**src/rtl/axi_sram_wr_bridge.sv**
```systemverilog
// AXI AW/W/B responder turning write bursts into single-beat SRAM writes; one burst in flight.
// Latency: SRAM write one cycle after each W handshake; B raised the cycle after the last beat.
// Backpressure: wready only while a burst is open; bvalid holds until bready; no new AW until B completes.
module axi_sram_wr_bridge #(
    parameter int ID_W   = 4,
    parameter int ADDR_W = 32,
    parameter int DATA_W = 64,
    parameter int LEN_W  = 8
) (
    input  logic                  aclk,
    input  logic                  areset,
    input  logic [ID_W-1:0]       m_awid,
    input  logic [ADDR_W-1:0]     m_awaddr,
    input  logic [LEN_W-1:0]      m_awlen,
    input  logic [2:0]            m_awsize,
    input  logic [1:0]            m_awburst,
    input  logic [1:0]            m_awlock,
    input  logic [3:0]            m_awcache,
    input  logic [2:0]            m_awprot,
    input  logic                  m_awvalid,
    output logic                  m_awready,
    input  logic [ID_W-1:0]       m_wid,
    input  logic [DATA_W-1:0]     m_wdata,
    input  logic [DATA_W/8-1:0]   m_wstrb,
    input  logic                  m_wlast,
    input  logic                  m_wvalid,
    output logic                  m_wready,
    output logic [ID_W-1:0]       m_bid,
    output logic [1:0]            m_bresp,
    output logic                  m_bvalid,
    input  logic                  m_bready,
    output logic [ADDR_W-1:0]     ram_waddr,
    output logic [DATA_W-1:0]     ram_wdata,
    output logic [DATA_W/8-1:0]   ram_wen
);

    typedef enum logic [1:0] {IDLE, DATA, RESP} state_t;

    localparam logic [1:0] BURST_FIXED = 2'b00;
    localparam logic [1:0] BURST_INCR  = 2'b01;
    localparam logic [1:0] BURST_WRAP  = 2'b10;
    localparam logic [1:0] BURST_RSVD  = 2'b11;

    state_t              state, state_n;
    logic [ID_W-1:0]     id_q;
    logic [ADDR_W-1:0]   addr_q;
    logic [LEN_W-1:0]    len_q;
    logic [LEN_W-1:0]    cnt_q;
    logic [2:0]          size_q;
    logic [1:0]          burst_q;
    logic                err_q;

    logic aw_hs, w_hs, b_hs, beat_last, err_n, wrap_ok;
    logic [ADDR_W-1:0] step, aligned, incr_addr, wrap_mask, wrap_addr, next_addr;

    logic unused_inputs;
    assign unused_inputs = ^{m_awlock, m_awcache, m_awprot, m_wid};

    assign aw_hs     = m_awvalid & m_awready;
    assign w_hs      = m_wvalid & m_wready;
    assign b_hs      = m_bready & m_bvalid;
    assign beat_last = (cnt_q == len_q);
    assign err_n     = err_q | (m_wlast != beat_last);
    assign wrap_ok   = (m_awlen == LEN_W'(1)) || (m_awlen == LEN_W'(3)) ||
                       (m_awlen == LEN_W'(7)) || (m_awlen == LEN_W'(15));

    // Later beats step from the size-aligned address so an unaligned start realigns after beat 0.
    always_comb begin
        step      = ADDR_W'(1) << size_q;
        aligned   = addr_q & ~(step - ADDR_W'(1));
        incr_addr = aligned + step;
        wrap_mask = ((ADDR_W'(len_q) + ADDR_W'(1)) << size_q) - ADDR_W'(1);
        wrap_addr = (addr_q & ~wrap_mask) | (incr_addr & wrap_mask);
        case (burst_q)
            BURST_FIXED: next_addr = addr_q;
            BURST_WRAP:  next_addr = wrap_addr;
            default:     next_addr = incr_addr;
        endcase
    end

    always_comb begin
        state_n = state;
        case (state)
            IDLE:    if (aw_hs) state_n = DATA;
            DATA:    if (w_hs && beat_last) state_n = RESP;
            RESP:    if (b_hs) state_n = IDLE;
            default: state_n = IDLE;
        endcase
    end

    always_ff @(posedge aclk or posedge areset) begin
        if (areset) begin
            state     <= IDLE;
            m_awready <= 1'b0;
            m_wready  <= 1'b0;
            m_bvalid  <= 1'b0;
            m_bid     <= '0;
            m_bresp   <= 2'b00;
            ram_waddr <= '0;
            ram_wdata <= '0;
            ram_wen   <= '0;
            id_q      <= '0;
            addr_q    <= '0;
            len_q     <= '0;
            cnt_q     <= '0;
            size_q    <= '0;
            burst_q   <= BURST_INCR;
            err_q     <= 1'b0;
        end else begin
            state     <= state_n;
            m_awready <= (state_n == IDLE);
            m_wready  <= (state_n == DATA);
            m_bvalid  <= (state_n == RESP);
            ram_wen   <= '0;
            if (aw_hs) begin
                id_q   <= m_awid;
                addr_q <= m_awaddr;
                len_q  <= m_awlen;
                size_q <= m_awsize;
                cnt_q  <= '0;
                // Illegal WRAP lengths fall back to INCR and are reported as SLVERR.
                burst_q <= (m_awburst == BURST_WRAP && !wrap_ok) ? BURST_INCR : m_awburst;
                err_q   <= (m_awburst == BURST_RSVD) || (m_awburst == BURST_WRAP && !wrap_ok);
            end
            if (w_hs) begin
                ram_waddr <= addr_q;
                ram_wdata <= m_wdata;
                ram_wen   <= (burst_q == BURST_RSVD) ? '0 : m_wstrb;
                addr_q    <= next_addr;
                cnt_q     <= cnt_q + LEN_W'(1);
                err_q     <= err_n;
                if (beat_last) begin
                    m_bid   <= id_q;
                    m_bresp <= err_n ? 2'b10 : 2'b00;
                end
            end
        end
    end

endmodule

```
**config.mk**
```make
export PLATFORM = sky130hd
export DESIGN_NAME = axi_sram_wr_bridge
export DESIGN_NICKNAME = d
export VERILOG_FILES = /design/src/rtl/axi_sram_wr_bridge.sv
export SDC_FILE = /design/constraint.sdc
export NUM_CORES = 1
export LEC_CHECK = 0
export ABC_AREA = 1
export CORE_MARGIN = 5
export CORE_UTILIZATION = 25
export DETAILED_ROUTE_END_ITERATION = 16
export GPL_ROUTABILITY_DRIVEN = 0
export SETUP_SLACK_MARGIN = 0.5
export SLEW_MARGIN = 15
export SYNTH_ARGS = -nofsm -noshare
export SYNTH_HDL_FRONTEND = slang
export SYNTH_SLANG_ARGS = --single-unit
```
**constraint.sdc**
```tcl
create_clock -name aclk -period 15.8 [get_ports aclk]
set_input_delay 3.16 -clock aclk [delete_from_list [all_inputs] [get_ports aclk]]
set_output_delay 3.16 -clock aclk [all_outputs]
set_load 0.02 [all_outputs]
```
==> run_results.csv <==
group,metric,value,unit
run_status,status,"finished clean",
worst_setup_path,crit_family,"buffers and inverters",
clock_network,cts_hold_buffers,0,
cells_and_area,num-fill-cells,3915,
clock_network,cts.sinks,172,
sta,drv_slew,0,
global_route,gr-usage-all-layers,14.0,%
route,drtIter0Drc,521,
synth,synth_seq_cells,172,
synth,netlist.area_leader.share,45.4,%
worst_setup_path,endpoint_kind,"flip-flop",
clock_network,h-tree-depth,4,
synth,syn_area_per_cell,7.22,um^2
worst_setup_path,critical_path_depth,10,
worst_setup_path,r2r-start,"size_q[0]",
power,power.leakage,0.00611,uW
die,core,37400,um^2
die,pin_count,253,
synth,synthTopCellsByArea,"dfrtp_1 (45%), nand2_1 (22%), nand3_1 (4.9%), o21ai_0 (4.1%), inv_1 (4.0%)",
synth,yosysMostFrequentCell,"nand2_1",
worst_setup_path,required,16.11,ns
power,ir_drop,0.000148,V
power,power_density,190,nW/um^2
global_route,antenna_found_initial,4,
sta,fin_crit,6.20,ns
sta,skew,0.0113,ns
route,wire_per_inst,14.4,um
route,drc,0,
sta,period_share,39.3,%
sta,max_freq,161,MHz
worst_setup_path,critPathBufInv,5,
clock_network,cts_root_buf,"clkbuf_16",
route,drt_wl_total,29500,um
route,drt-pass1-iter-count,4,
worst_hold_path,whs_endpoint,"id_q[0]",
synth,synthArstFlopShare,100,%
run,maxCapViolations,0,
sta,hold_viol_final,0,
synth,ys_types,51,
die,row_count,71,
worst_setup_path,cp_slowest_cell,"a31oi_2",
route,antenna_left,0,
clock_network,ctsResizeCount,0,
worst_setup_path,start_kind,"primary input",
placed_design,dp_hpwl,21800,um
placed_design,portBuffers,238,
worst_hold_path,worstHoldStart,"id_q[0]",
synth,netlist_area,9420,um^2
sta,grt_setup_unrepaired,"false",
worst_setup_path,cp_common_cell,"nand2_1",
clock_network,clkSlewWorstSetupHoldPaths,0.07,ns
global_route,overflow,0,
global_route,grt_max_degree,104,
cells_and_area,area_growth,37.0,%
route,avgViaCountPerCell,4.42,
clock_network,cts_tree,"yes",
worst_setup_path,crit_type,"in -> reg",
synth,synth_nets,1452,
die,start_util,25.2,%
worst_setup_path,r2r.worst_path.cells,19,
global_route,grt_pass1_wl,47000,um
placed_design,post_dp_cell_area,12300,um^2
sta,worstMarginPinSlew,1.04,ns
synth,syn-instance-count,1304,
clock_network,max-clock-path-buffers,2,
synth,synth_edf_count,0,
worst_setup_path,path_cells,"clkdlybuf4s50_1 > nand2_4 > buf_4 > clkinv_2 > a31oi_2 > inv_1 > a21oi_4 > inv_4 > nand2_1 > nand2_1",
die,die_w,204,um
die,die_h,204,um
sta,max-slew-margin-rel,31.0,%
route,vias,9035,
cells_and_area,stdcell_area,12900,um^2
worst_hold_path,hold_class,"reg -> reg",
synth,yosys.area.top_type,"dfrtp_1",
clock_network,clkLatencyLatePin,0.43,ns
sta,final-setup-viol-count,0,
worst_hold_path,min_path_cells,2,
cells_and_area,drive_gt1_share,6.21,%
clock_network,post_cts_buffers,0,
synth,synth_ff_type,"dfrtp_1",
synth,ys_warn_count,0,
cells_and_area,final_nets,1666,
worst_setup_path,cp.arrival,6.52,ns
synth,synth_common_cells,"nand2_1 (560), dfrtp_1 (171), inv_1 (101)",
synth,yosysSeqAreaShare,45.7,%
worst_setup_path,max_stage_delay,0.83,ns
sta,tns,0,ns
global_route,grt_pass1_vias,8754,
clock_network,numCtsBuffers,17,
die,fp.dieArea,41700,um^2
worst_setup_path,path_max_fanout,97,
worst_setup_path,r2r_setup_slack,11.96,ns
==> worst register-to-register path, delay by kind of cell, from the launching register on <==
kind                     cells  cell delay (ns)
AO/OA/AOI/OAI                2             0.48
XOR/XNOR                     1             0.15
adder cells (fa/ha/maj)      2             0.60
buffers and inverters        4             0.56
flip-flops                   1             0.74
AND/OR/NAND/NOR             10             1.20
==> area by class of cell <==
type | count | area, um^2 | share of cell area, %
antenna | 2 | 5.00 | 0.0388
clock buffer | 22 | 474 | 3.67
clock inverter | 10 | 131 | 1.02
inverter | 112 | 429 | 3.33
multi-input combinational | 972 | 4480 | 34.7
sequential | 172 | 4310 | 33.4
tap | 511 | 639 | 4.95
timing repair buffer | 243 | 2440 | 18.9
==> how the worst max path moves through the flow <==
stage | from | to | slack (ns)
2_1_floorplan | areset | asynchronous set/reset pin | 7.98
3_3_place_gp | m_wvalid | flip-flop | 9.21
3_5_place_dp | m_wvalid | flip-flop | 9.16
4_1_cts | m_wvalid | flip-flop | 9.62
5_1_grt | m_wvalid | flip-flop | 9.29
6_report | m_wvalid | flip-flop | 9.60
==> cells in the final DEF (no fill, tap or decap), types with 3 or more instances in the layout <==
master and count:
inv_2 8, a21oi_1 26, nand2_4 3, nor2_1 79, xor2_1 15, clkdlybuf4s50_1 238, o21ai_1 8, ha_1 8
nor2_4 4, dfrtp_1 171, clkinv_4 4, mux2_2 4, nor4_1 4, o211ai_1 4, nor2_2 3, inv_6 3
o21ai_0 77, clkbuf_16 17, nand3_1 92, buf_4 4, nor3_1 12, nand4_1 14, nand3_2 9, a31oi_1 7
clkbuf_8 3, nand2_2 16, inv_1 100, nand2_1 559
==> power by group <==
| group | leakage [uW] | internal, uW | switching (uW) |
|---|---|---|---|
| combinational | 0.00368 | 472 | 758 |
| clock | 0.000293 | 249 | 187 |
| sequential | 0.00214 | 620 | 161 |
==> metal layers <==
metal	part of all wire [%]	GRT usage [%]	vias up
li1	-	-	4547
met2	46	21.9	245
met4	2.5	4.24	4
met1	44	18.4	4201
met5	0.085	0	-
met3	7.6	4.54	38
==> through the flow <==
step	setup slack (ns)	power (uW)	instances	hold slack (ns)	util, %
floorplan	7.98	1560	1304	0.441	-
global placement	9.21	2000	2009	0.459	32.8
global route	9.29	2650	2044	0.504	34.5
finish	9.60	2450	2044	0.474	34.5
detailed placement	9.16	2020	2009	0.462	32.8
CTS	9.62	2470	2041	0.480	34.4
==> cells by family after synthesis <==
kind of cell,after synthesis,synth area share (%)
other cells,1,0.0398
fa+ha+maj,8,1.06
compound gates,138,8.26
xor+xnor,17,1.58
mux,5,0.585
simple gates,803,36.0
flops,172,45.7
buf+inv,160,6.78
(Power assumes the default switching activity.)
